File: config.mk
export PLATFORM = sky130hd
export DESIGN_NAME = branch_resolve_unit_flat
export DESIGN_NICKNAME = d
export VERILOG_FILES = /design/src/rtl/gpu_pkg.sv /design/src/rtl/branch_resolve_unit_if.sv /design/src/rtl/nzp_lane.sv /design/src/rtl/branch_resolve_unit.sv /design/src/flat_wrapper.sv
export SDC_FILE = /design/constraint.sdc
export NUM_CORES = 1
export LEC_CHECK = 0
export BUFFER_PORTS_ARGS = -buffer_cell sky130_fd_sc_hd__buf_2
export CORE_MARGIN = 2
export CORE_UTILIZATION = 52
export DETAILED_ROUTE_END_ITERATION = 16
export PLACE_DENSITY_LB_ADDON = 0.08
export REMOVE_ABC_BUFFERS = 1
export SYNTH_ARGS = -nofsm -noshare
export SYNTH_HDL_FRONTEND = slang
export SYNTH_SLANG_ARGS = --single-unit
export TNS_END_PERCENT = 50
File: constraint.sdc
create_clock -name clk -period 4.8 [get_ports clk]
set_clock_uncertainty 0.2 [all_clocks]
set_input_delay 0.96 -clock clk [delete_from_list [all_inputs] [get_ports clk]]
set_output_delay 0.96 -clock clk [all_outputs]
set_load 0.02 [all_outputs]
File: src/rtl/gpu_pkg.sv
// Shared definitions for the SIMT branch path: NZP bit positions, flush FSM
// state type and default datapath widths.
package gpu_pkg;

  localparam int unsigned NZP_N = 2;
  localparam int unsigned NZP_Z = 1;
  localparam int unsigned NZP_P = 0;

  localparam int unsigned DEF_NUM_LANES    = 4;
  localparam int unsigned DEF_DATA_W       = 8;
  localparam int unsigned DEF_ADDR_W       = 8;
  localparam int unsigned DEF_IMM_W        = 8;
  localparam int unsigned DEF_FLUSH_CYCLES = 2;

  typedef enum logic [0:0] {
    S_IDLE  = 1'b0,
    S_FLUSH = 1'b1
  } fsm_state_t;

endpackage

File: src/rtl/branch_resolve_unit_if.sv
// Signal bundle between decode/register-read, the branch resolve unit and fetch.
interface branch_resolve_unit_if
  import gpu_pkg::*;
#(
  parameter int unsigned NUM_LANES = DEF_NUM_LANES,
  parameter int unsigned DATA_W    = DEF_DATA_W,
  parameter int unsigned ADDR_W    = DEF_ADDR_W,
  parameter int unsigned IMM_W     = DEF_IMM_W
);
  logic                        stall;
  logic                        cmp_en;
  logic                        cmp_signed;
  logic [NUM_LANES*DATA_W-1:0] rs_d;
  logic [NUM_LANES*DATA_W-1:0] rt_d;
  logic [NUM_LANES-1:0]        lane_active;
  logic                        br_en;
  logic [2:0]                  br_mask;
  logic                        br_abs;
  logic [IMM_W-1:0]            imm;
  logic [ADDR_W-1:0]           pc_in;
  logic [3*NUM_LANES-1:0]      nzp_val;
  logic [ADDR_W-1:0]           seq_pc;
  logic                        redirect;
  logic [ADDR_W-1:0]           redirect_pc;
  logic                        flush;
  logic                        busy;
  logic                        divergent;
  logic                        br_err;

  modport slave (
    input  stall, cmp_en, cmp_signed, rs_d, rt_d, lane_active,
           br_en, br_mask, br_abs, imm, pc_in,
    output nzp_val, seq_pc, redirect, redirect_pc, flush, busy,
           divergent, br_err
  );

  modport master (
    output stall, cmp_en, cmp_signed, rs_d, rt_d, lane_active,
           br_en, br_mask, br_abs, imm, pc_in,
    input  nzp_val, seq_pc, redirect, redirect_pc, flush, busy,
           divergent, br_err
  );
endinterface

File: src/rtl/nzp_lane.sv
// One SIMT lane: rs/rt compare, NZP flag register and branch-take bit.
module nzp_lane
  import gpu_pkg::*;
#(
  parameter int unsigned DATA_W = DEF_DATA_W
) (
  input  logic              clk,
  input  logic              reset,
  input  logic              stall,
  input  logic              cmp_en,
  input  logic              cmp_signed,
  input  logic [DATA_W-1:0] a,
  input  logic [DATA_W-1:0] b,
  input  logic [2:0]        br_mask,
  output logic [2:0]        nzp,
  output logic              take
);

  logic [2:0] cmp_res;
  logic       lt;
  logic       eq;

  always_comb begin
    cmp_res = '0;
    eq      = (a == b);
    lt      = cmp_signed ? ($signed(a) < $signed(b)) : (a < b);
    cmp_res[NZP_N] = lt;
    cmp_res[NZP_Z] = eq;
    cmp_res[NZP_P] = !lt && !eq;
  end

  always_ff @(posedge clk) begin
    if (reset) begin
      nzp <= '0;
    end else if (cmp_en && !stall) begin
      nzp <= cmp_res;
    end
  end

  // A compare issued alongside the branch is forwarded instead of the stored flags.
  assign take = |((cmp_en ? cmp_res : nzp) & br_mask);

endmodule

File: src/rtl/branch_resolve_unit.sv
// Next-address / branch resolution for the SIMT core: per-lane NZP flags,
// uniform branch decision, registered redirect and a counted pipeline flush.
module branch_resolve_unit
  import gpu_pkg::*;
#(
  parameter int unsigned NUM_LANES    = DEF_NUM_LANES,
  parameter int unsigned DATA_W       = DEF_DATA_W,
  parameter int unsigned ADDR_W       = DEF_ADDR_W,
  parameter int unsigned IMM_W        = DEF_IMM_W,
  parameter int unsigned FLUSH_CYCLES = DEF_FLUSH_CYCLES
) (
  input logic                  clk,
  input logic                  reset,
  branch_resolve_unit_if.slave bus
);

  localparam int unsigned CNT_W = (FLUSH_CYCLES > 1) ? $clog2(FLUSH_CYCLES) : 1;

  logic [NUM_LANES-1:0]   take_vec;
  logic [NUM_LANES-1:0]   act_take;
  logic [3*NUM_LANES-1:0] nzp_all;
  logic                   any_active;
  logic                   all_take;
  logic                   mixed;
  logic [IMM_W-1:0]       imm_v;
  logic [ADDR_W-1:0]      target;

  fsm_state_t        state_q, state_d;
  logic [CNT_W-1:0]  cnt_q, cnt_d;
  logic              redirect_q, redirect_d;
  logic [ADDR_W-1:0] redirect_pc_q, redirect_pc_d;
  logic              flush_q, flush_d;
  logic              divergent_q, divergent_d;
  logic              br_err_q, br_err_d;

  for (genvar i = 0; i < NUM_LANES; i++) begin : g_lane
    nzp_lane #(.DATA_W(DATA_W)) u_lane (
      .clk        (clk),
      .reset      (reset),
      .stall      (bus.stall),
      .cmp_en     (bus.cmp_en),
      .cmp_signed (bus.cmp_signed),
      .a          (bus.rs_d[i*DATA_W +: DATA_W]),
      .b          (bus.rt_d[i*DATA_W +: DATA_W]),
      .br_mask    (bus.br_mask),
      .nzp        (nzp_all[i*3 +: 3]),
      .take       (take_vec[i])
    );
  end

  // Uniform decision: every active lane must agree; an empty mask never branches.
  always_comb begin
    act_take   = take_vec & bus.lane_active;
    any_active = |bus.lane_active;
    all_take   = any_active && (act_take == bus.lane_active);
    mixed      = any_active && (|act_take) && !all_take;
  end

  assign imm_v  = bus.imm;
  assign target = bus.br_abs ? ADDR_W'(imm_v)
                             : bus.pc_in + ADDR_W'($signed(imm_v));

  always_comb begin
    state_d       = state_q;
    cnt_d         = cnt_q;
    redirect_d    = 1'b0;
    redirect_pc_d = redirect_pc_q;
    flush_d       = flush_q;
    divergent_d   = 1'b0;
    br_err_d      = br_err_q;
    case (state_q)
      S_IDLE: begin
        if (!bus.stall) begin
          flush_d = 1'b0;
          if (bus.br_en) begin
            if (all_take) begin
              redirect_d    = 1'b1;
              redirect_pc_d = target;
              flush_d       = 1'b1;
              cnt_d         = CNT_W'(FLUSH_CYCLES - 1);
              if (FLUSH_CYCLES > 1) state_d = S_FLUSH;
            end else if (mixed) begin
              divergent_d = 1'b1;
            end
          end
        end
      end
      S_FLUSH: begin
        if (!bus.stall) begin
          if (bus.br_en) br_err_d = 1'b1;
          if (cnt_q == '0) begin
            state_d = S_IDLE;
            flush_d = 1'b0;
          end else begin
            cnt_d = cnt_q - CNT_W'(1);
          end
        end
      end
      default: state_d = S_IDLE;
    endcase
  end

  always_ff @(posedge clk) begin
    if (reset) begin
      state_q       <= S_IDLE;
      cnt_q         <= '0;
      redirect_q    <= 1'b0;
      redirect_pc_q <= '0;
      flush_q       <= 1'b0;
      divergent_q   <= 1'b0;
      br_err_q      <= 1'b0;
    end else begin
      state_q       <= state_d;
      cnt_q         <= cnt_d;
      redirect_q    <= redirect_d;
      redirect_pc_q <= redirect_pc_d;
      flush_q       <= flush_d;
      divergent_q   <= divergent_d;
      br_err_q      <= br_err_d;
    end
  end

  assign bus.nzp_val     = nzp_all;
  assign bus.seq_pc      = bus.pc_in + ADDR_W'(1);
  assign bus.redirect    = redirect_q;
  assign bus.redirect_pc = redirect_pc_q;
  assign bus.flush       = flush_q;
  assign bus.busy        = (state_q == S_FLUSH);
  assign bus.divergent   = divergent_q;
  assign bus.br_err      = br_err_q;

endmodule
File: src/flat_wrapper.sv
// flat-port wrapper written by rule: the top's interface ports become plain ports
module branch_resolve_unit_flat import gpu_pkg::*;
#(
  parameter int unsigned NUM_LANES    = DEF_NUM_LANES,
  parameter int unsigned DATA_W       = DEF_DATA_W,
  parameter int unsigned ADDR_W       = DEF_ADDR_W,
  parameter int unsigned IMM_W        = DEF_IMM_W,
  parameter int unsigned FLUSH_CYCLES = DEF_FLUSH_CYCLES
)
  (clk, reset, bus_stall, bus_cmp_en, bus_cmp_signed, bus_rs_d, bus_rt_d, bus_lane_active, bus_br_en, bus_br_mask, bus_br_abs, bus_imm, bus_pc_in, bus_nzp_val, bus_seq_pc, bus_redirect, bus_redirect_pc, bus_flush, bus_busy, bus_divergent, bus_br_err);
  branch_resolve_unit_if #(.NUM_LANES(NUM_LANES), .DATA_W(DATA_W), .ADDR_W(ADDR_W), .IMM_W(IMM_W)) bus_i ();
  input logic clk;
  input logic reset;
  input wire logic [$bits(bus_i.stall)-1:0] bus_stall;
  input wire logic [$bits(bus_i.cmp_en)-1:0] bus_cmp_en;
  input wire logic [$bits(bus_i.cmp_signed)-1:0] bus_cmp_signed;
  input wire logic [$bits(bus_i.rs_d)-1:0] bus_rs_d;
  input wire logic [$bits(bus_i.rt_d)-1:0] bus_rt_d;
  input wire logic [$bits(bus_i.lane_active)-1:0] bus_lane_active;
  input wire logic [$bits(bus_i.br_en)-1:0] bus_br_en;
  input wire logic [$bits(bus_i.br_mask)-1:0] bus_br_mask;
  input wire logic [$bits(bus_i.br_abs)-1:0] bus_br_abs;
  input wire logic [$bits(bus_i.imm)-1:0] bus_imm;
  input wire logic [$bits(bus_i.pc_in)-1:0] bus_pc_in;
  output wire logic [$bits(bus_i.nzp_val)-1:0] bus_nzp_val;
  output wire logic [$bits(bus_i.seq_pc)-1:0] bus_seq_pc;
  output wire logic [$bits(bus_i.redirect)-1:0] bus_redirect;
  output wire logic [$bits(bus_i.redirect_pc)-1:0] bus_redirect_pc;
  output wire logic [$bits(bus_i.flush)-1:0] bus_flush;
  output wire logic [$bits(bus_i.busy)-1:0] bus_busy;
  output wire logic [$bits(bus_i.divergent)-1:0] bus_divergent;
  output wire logic [$bits(bus_i.br_err)-1:0] bus_br_err;
  assign bus_i.stall = bus_stall;
  assign bus_i.cmp_en = bus_cmp_en;
  assign bus_i.cmp_signed = bus_cmp_signed;
  assign bus_i.rs_d = bus_rs_d;
  assign bus_i.rt_d = bus_rt_d;
  assign bus_i.lane_active = bus_lane_active;
  assign bus_i.br_en = bus_br_en;
  assign bus_i.br_mask = bus_br_mask;
  assign bus_i.br_abs = bus_br_abs;
  assign bus_i.imm = bus_imm;
  assign bus_i.pc_in = bus_pc_in;
  assign bus_nzp_val = bus_i.nzp_val;
  assign bus_seq_pc = bus_i.seq_pc;
  assign bus_redirect = bus_i.redirect;
  assign bus_redirect_pc = bus_i.redirect_pc;
  assign bus_flush = bus_i.flush;
  assign bus_busy = bus_i.busy;
  assign bus_divergent = bus_i.divergent;
  assign bus_br_err = bus_i.br_err;
  branch_resolve_unit #(.NUM_LANES(NUM_LANES), .DATA_W(DATA_W), .ADDR_W(ADDR_W), .IMM_W(IMM_W), .FLUSH_CYCLES(FLUSH_CYCLES)) u_core (.clk(clk), .reset(reset), .bus(bus_i));
endmodule
======== Yosys cells after proc, flatten, opt, wreduce, memory -nomap -nowiden ========
Index checks and enable logic that the tools add are counted.
W data, S select, Z words.
word-level totals
  logic and storage cells ................. 96
  register bits after elaboration ......... 26
cells by class
  muxes and demuxes ....................... 26
  add/sub/neg operators ................... 3
  reductions and logical operators ........ 30
  bitwise gates (word level) .............. 8
  equality and inequality tests ........... 10
  magnitude comparators ................... 8
operator list
  operator               count
  $lt A8 B8 Y1           8
  $eq A8 B8 Y1           4
  $mux W1                18
  $and A3 B3 Y3          4
  $mux W3                4
  $reduce_or A3 Y1       4
  $logic_not A1 Y1       10
  $add A8 B1 Y8 const B  1
  $add A8 B8 Y8          1
  $logic_and A1 B1 Y1    8
  $mux W8                1
  $ne A2 B2 Y1 const B   4
  $reduce_and A4 Y1      2
  $reduce_or A4 Y1       2
  $pmux W1 S2            3
  $reduce_and A3 Y1      2
  $reduce_or A5 Y1       1
  $and A4 B4 Y4          1
  $eq A4 B4 Y1           1
  $not A1 Y1             3
  $ne A2 B1 Y1 const B   1
  $reduce_or A2 Y1       1
  $sub A1 B1 Y1 const B  1

======== Longest topological paths before layout ========
  depth after elaboration ................. 14
  mapped depth ............................ 12

======== Modules after synthesis ========
Synthesis repeated with hierarchy kept, for this count alone.
unflattened totals
  cell total of the unflattened synthesis .. 329
  area, all modules ....................... 2,666.3 um^2
by module, submodules not included
  module               cells each  times used  area an instance (um^2)
  nzp_lane             51          4           392.9
  branch_resolve_unit  125         1           1,094.8

======== Worst setup path after synthesis ========
OpenSTA, ideal clock, no wires.
  path type ............................... in2reg
  start point ............................. in bus_rt_d[19]
  end point ............................... reg u_core.redirect_pc_q[0] (netlist: u_core.bus.redirect_pc[0])
  setup time .............................. 0.142 ns
  arrival ................................. 3.071 ns
  buffers on the path ..................... 1
  stages .................................. 11
  slack ................................... 1.387 ns
  cell sequence ........................... inv_1 > ha_1 > a21oi_1 > o221a_2 > a21oi_1 > a311o_1 > or3_4 > and4_4 > buf_6 > a31oi_1 > a211oi_1
between the ends
  cells in the longest elaborated chain, start to end .. 11
  elaborated cells between the ends (all ways) .. 14
  those cells by class .................... order compare (2); eq/ne (2); mux (2); bitwise (2); reduce/logical (6)
RTL lines
  what                                  line                        source
  from (decl)                           flat_wrapper.sv:18          input wire logic [$bits(bus_i.rt_d)-1:0] bus_rt_d;
  $lt A8 B8 Y1                          nzp_lane.sv:26              lt = cmp_signed ? ($signed(a) < $signed(b)) : (a < b);
  $mux W1                               nzp_lane.sv:26
  $logic_not A1 Y1                      nzp_lane.sv:29              cmp_res[NZP_P] = !lt && !eq;
  $logic_and A1 B1 Y1                   nzp_lane.sv:29
  $mux W3 *                             nzp_lane.sv:41              assign take = |((cmp_en ? cmp_res : nzp) & br_mask);
  $and A3 B3 Y3 *                       nzp_lane.sv:41
  $reduce_or A3 Y1 *                    nzp_lane.sv:41
  $and A4 B4 Y4 *                       branch_resolve_unit.sv:53   act_take = take_vec & bus.lane_active;
  $eq A4 B4 Y1 *                        branch_resolve_unit.sv:55   all_take = any_active && (act_take == bus.lane_active);
  $logic_and A1 B1 Y1 *                 branch_resolve_unit.sv:55
  $reduce_and A4 Y1 (no source line) *  n/a
  to (signal assigned)                  branch_resolve_unit.sv:116  redirect_pc_q <= redirect_pc_d;
  to (decl)                             branch_resolve_unit.sv:31   logic [ADDR_W-1:0] redirect_pc_q, redirect_pc_d;
Every way passes the cells marked *; elsewhere a longest branch is shown, timed or not.
A chain may end at the register's enable or synchronous reset.

======== Worst setup path after layout ========
  start point ............................. in bus_rt_d[31]
  end point ............................... reg u_core.redirect_pc_q[0] (netlist: u_core.bus.redirect_pc[0])
The elaborated chain is that of the path after synthesis.

==> flow_summary_export.csv <==
group,metric,value,unit
outcome,outcome,"completed",
place,dpl.hpwl,5.59,mm
layout,area_delta_synth_final,25.9,%
power,p_int,0.426,mW
layout,layout-drive-gt1-share,30.2,%
floorplanning,fp.coreArea,5110,µm²
floorplanning,start_util,53.7,%
route,drt_iter0_markers,110,
global_route,antenna_found_initial,0,
clock_tree,cts_root_buf,"clkbuf_8",
clock_tree,numCtsBuffers,3,
power,pwr_density_cell,190,nW/µm²
layout,diodes,0,
worst_setup_path,crit_path_max_fanout,8,
sta,rsz0062_at_grt,"false",
clock_tree,cts-resized-gates,0,
sta,period_minus_slack,3380,ps
logic_synthesis,async_reset_ff_share,0,%
floorplanning,die_h,76.6,µm
route,drc_errors,0,
sta,finalCritPeriodShare,70.5,%
global_route,grt_max_degree,27,
route,via_per_inst,5.43,
worst_setup_path,crit_path_end_kind,"flop",
floorplanning,die_x,76.6,µm
floorplanning,rows,26,
logic_synthesis,syn_area,2740,µm²
power,vdd_drop_max,205,µV
power,pwr-share-clk,21.6,%
worst_setup_path,worst_path_most_repeated_cell,"inv_1",
power,switchingPower,0.228,mW
power,leakagePower,1.78,nW
layout,fin_nets,610,
worst_setup_path,critPathMaxStageDelay,460,ps
logic_synthesis,yosys_warnings,0,
sta,finalHoldViolations,0,
logic_synthesis,synth.avg_cell_area,7.72,µm²
worst_setup_path,arrival,3320,ps
clock_tree,htreeDepth,1,
power,swShare,34.9,%
route,dr.pass1.iters,5,
global_route,overflow,0,
global_route,grt_pass1_vias,2693,
sta,setup_violations,0,
power,power_frac_seq,35.7,%
route,via_count,2954,
clock_tree,clock_latency,270,ps
worst_setup_path,critPathKind,"in -> reg",
route,drt-total-wl,6.70,mm
place,dp_cells,540,
worst_hold_path,min-delay-path-class,"reg -> reg",
route,ant_nets,0,
logic_synthesis,synth_seq_cells,26,
clock_tree,postCtsHoldBufs,0,
logic_synthesis,seq_area_frac_synth,19.0,%
sta,worst_pin_slew,1120,ps
global_route,grt_usage,22.5,%
clock_tree,clockBufferDepth,2,
logic_synthesis,synth_cells,355,
place,io_buffers,126,
logic_synthesis,synth_edf_count,0,
layout,final_area,3450,µm²
logic_synthesis,synthFlopType,"dfxtp_1",
sta,fin_setup_tns,0,ps
sta,max_freq,0.296,GHz
floorplanning,ios,127,
worst_setup_path,cp_slowest_cell,"nor3_2",
power,combPwrFrac,42.7,%
place,dpl_cell_area,3390,µm²
worst_setup_path,cp.required,4730,ps
layout,utilization,67.5,%
clock_tree,postCtsSetupBuffers,0,
clock_tree,cts_num_sinks,26,
sta,max_slew_margin,25.1,%
sta,slew_violations,0,
route,post_drt_wl_per_cell,12.3,µm
place,globalplace.congestion,0.775,
worst_setup_path,path_cells,"buf_2, inv_1, ha_1, inv_1, or3_1, o31a_1, mux2_1, nand3_1, nand4_1, nor3_2, a211oi_1",
clock_tree,cts_tree,"done",
floorplanning,fp.dieArea,5870,µm²
layout,fin_cells,544,
power,power,0.654,mW
run,drv_cap,0,
worst_setup_path,startpoint_type,"input port",
logic_synthesis,ys_types,59,
clock_tree,clk_pin_slew_worst_paths,90,ps
global_route,grt_pass1_wl,11.3,mm
==> through the flow <==
stage / setup slack [ps] / hold slack, ps
5_1_grt: 1160 / 276
2_1_floorplan: 1460 / 292
4_1_cts: 1420 / 268
3_3_place_gp: 1190 / 247
6_report: 1420 / 269
3_5_place_dp: 1130 / 247
==> routing by layer <==
layer  wire length, µm  part of all wire (%)  global-route usage, %  vias up
met5                 0                     0                      0        -
met4                58                  0.87                   3.64        0
met3               411                   6.1                   4.15        6
met2              3270                    49                   39.9       94
met1              2960                    44                   28.7     1322
li1                  -                     -                      -     1532
==> Yosys cell counts, types with 4 or more instances <==
cell / instances / area, µm²
inv_1: 42 / 158
ha_1: 40 / 500
a21oi_1: 30 / 150
dfxtp_1: 26 / 521
nand2_1: 26 / 97.6
nor2_1: 23 / 86.3
a211oi_1: 12 / 90.1
a31oi_1: 12 / 75.1
nand3_1: 11 / 55.1
nor3_1: 9 / 45.0
xnor2_1: 9 / 78.8
clkbuf_1: 8 / 30.0
nor2b_1: 8 / 50.1
o21ai_0: 8 / 40.0
nand4_1: 7 / 43.8
a21o_1: 6 / 45.0
a22oi_1: 5 / 37.5
and3_1: 5 / 31.3
nand2b_1: 5 / 31.3
o211ai_1: 5 / 37.5
xor2_1: 4 / 35.0
==> power groups by stage <==
stage / Clock [mW] / Sequential [mW] / Combinational (mW)
global route: 0.153 / 0.235 / 0.316
detailed placement: 0 / 0.238 / 0.280
global placement: 0 / 0.238 / 0.272
CTS: 0.144 / 0.233 / 0.281
floorplan: 0 / 0.249 / 0.168
finish: 0.141 / 0.234 / 0.280
==> flip-flops by register name, indices dropped and copies added (netlist names) <==
register	flops
u_core.bus.redirect	1
u_core.bus.br_err	1
u_core.bus.redirect_pc	8
u_core.g_lane.u_lane.nzp	12
u_core.bus.flush	1
u_core.bus.divergent	1
u_core.cnt_q	1
u_core.bus.busy	1
==> final timing paths <==
check	from	end	slack [ps]	depth (start not counted)
worst max-delay path	bus_rt_d[31]	u_core.bus.redirect_pc[0]	1420	11
worst min register to register	u_core.bus.flush	u_core.bus.flush	270	2
worst min-delay path	u_core.bus.flush	u_core.bus.flush	270	2
worst max register to register	u_core.g_lane[1].u_lane.nzp[2]	u_core.bus.redirect_pc[1]	2350	8
==> placed cells by master (no fill, tap or decap), drive strengths merged, types with 2 or more instances in the layout <==
master,instances
o31a,2
a31oi,12
a21o,6
and2b,2
or2,2
o21ai,8
nand3,11
inv,42
nand2,26
and4,4
nor4,3
dfxtp,26
mux2,2
o22ai,2
nand2b,5
xor2,4
mux2i,3
a211oi,12
clkbuf,4
buf,126
or3,4
a21oi,30
a22oi,5
a221oi,2
nor3,10
o21a,3
a311o,2
nor2b,8
ha,40
xnor2,9
o211ai,5
nand4,7
and3,5
nor2,23
==> logic make-up after synthesis <==
kind of cell,Yosys count,share of synthesized area (%)
AO/OA/AOI/OAI,100,25.1
XOR/XNOR,13,4.16
adder cells (fa/ha/maj),41,19.0
buffers and inverters,54,8.22
flip-flops,26,19.0
multiplexers,5,1.92
AND/OR/NAND/NOR,116,22.6
==> cell type report <==
class                      instances  area [µm²]
multi-input combinational        275        1990
fill                             477        1660
timing repair buffer             126         631
sequential                        26         520
inverter                          43         161
tap                               70        87.6
clock buffer                       4        55.1
==> worst max-delay path: cells and delay by family <==
kind	cells	cell delay, ps
compound gates	2	470
fa+ha+maj	1	300
buf+inv	3	170
mux	1	360
simple gates	4	1060
Note: power is estimated with default switching activity, not from simulation.
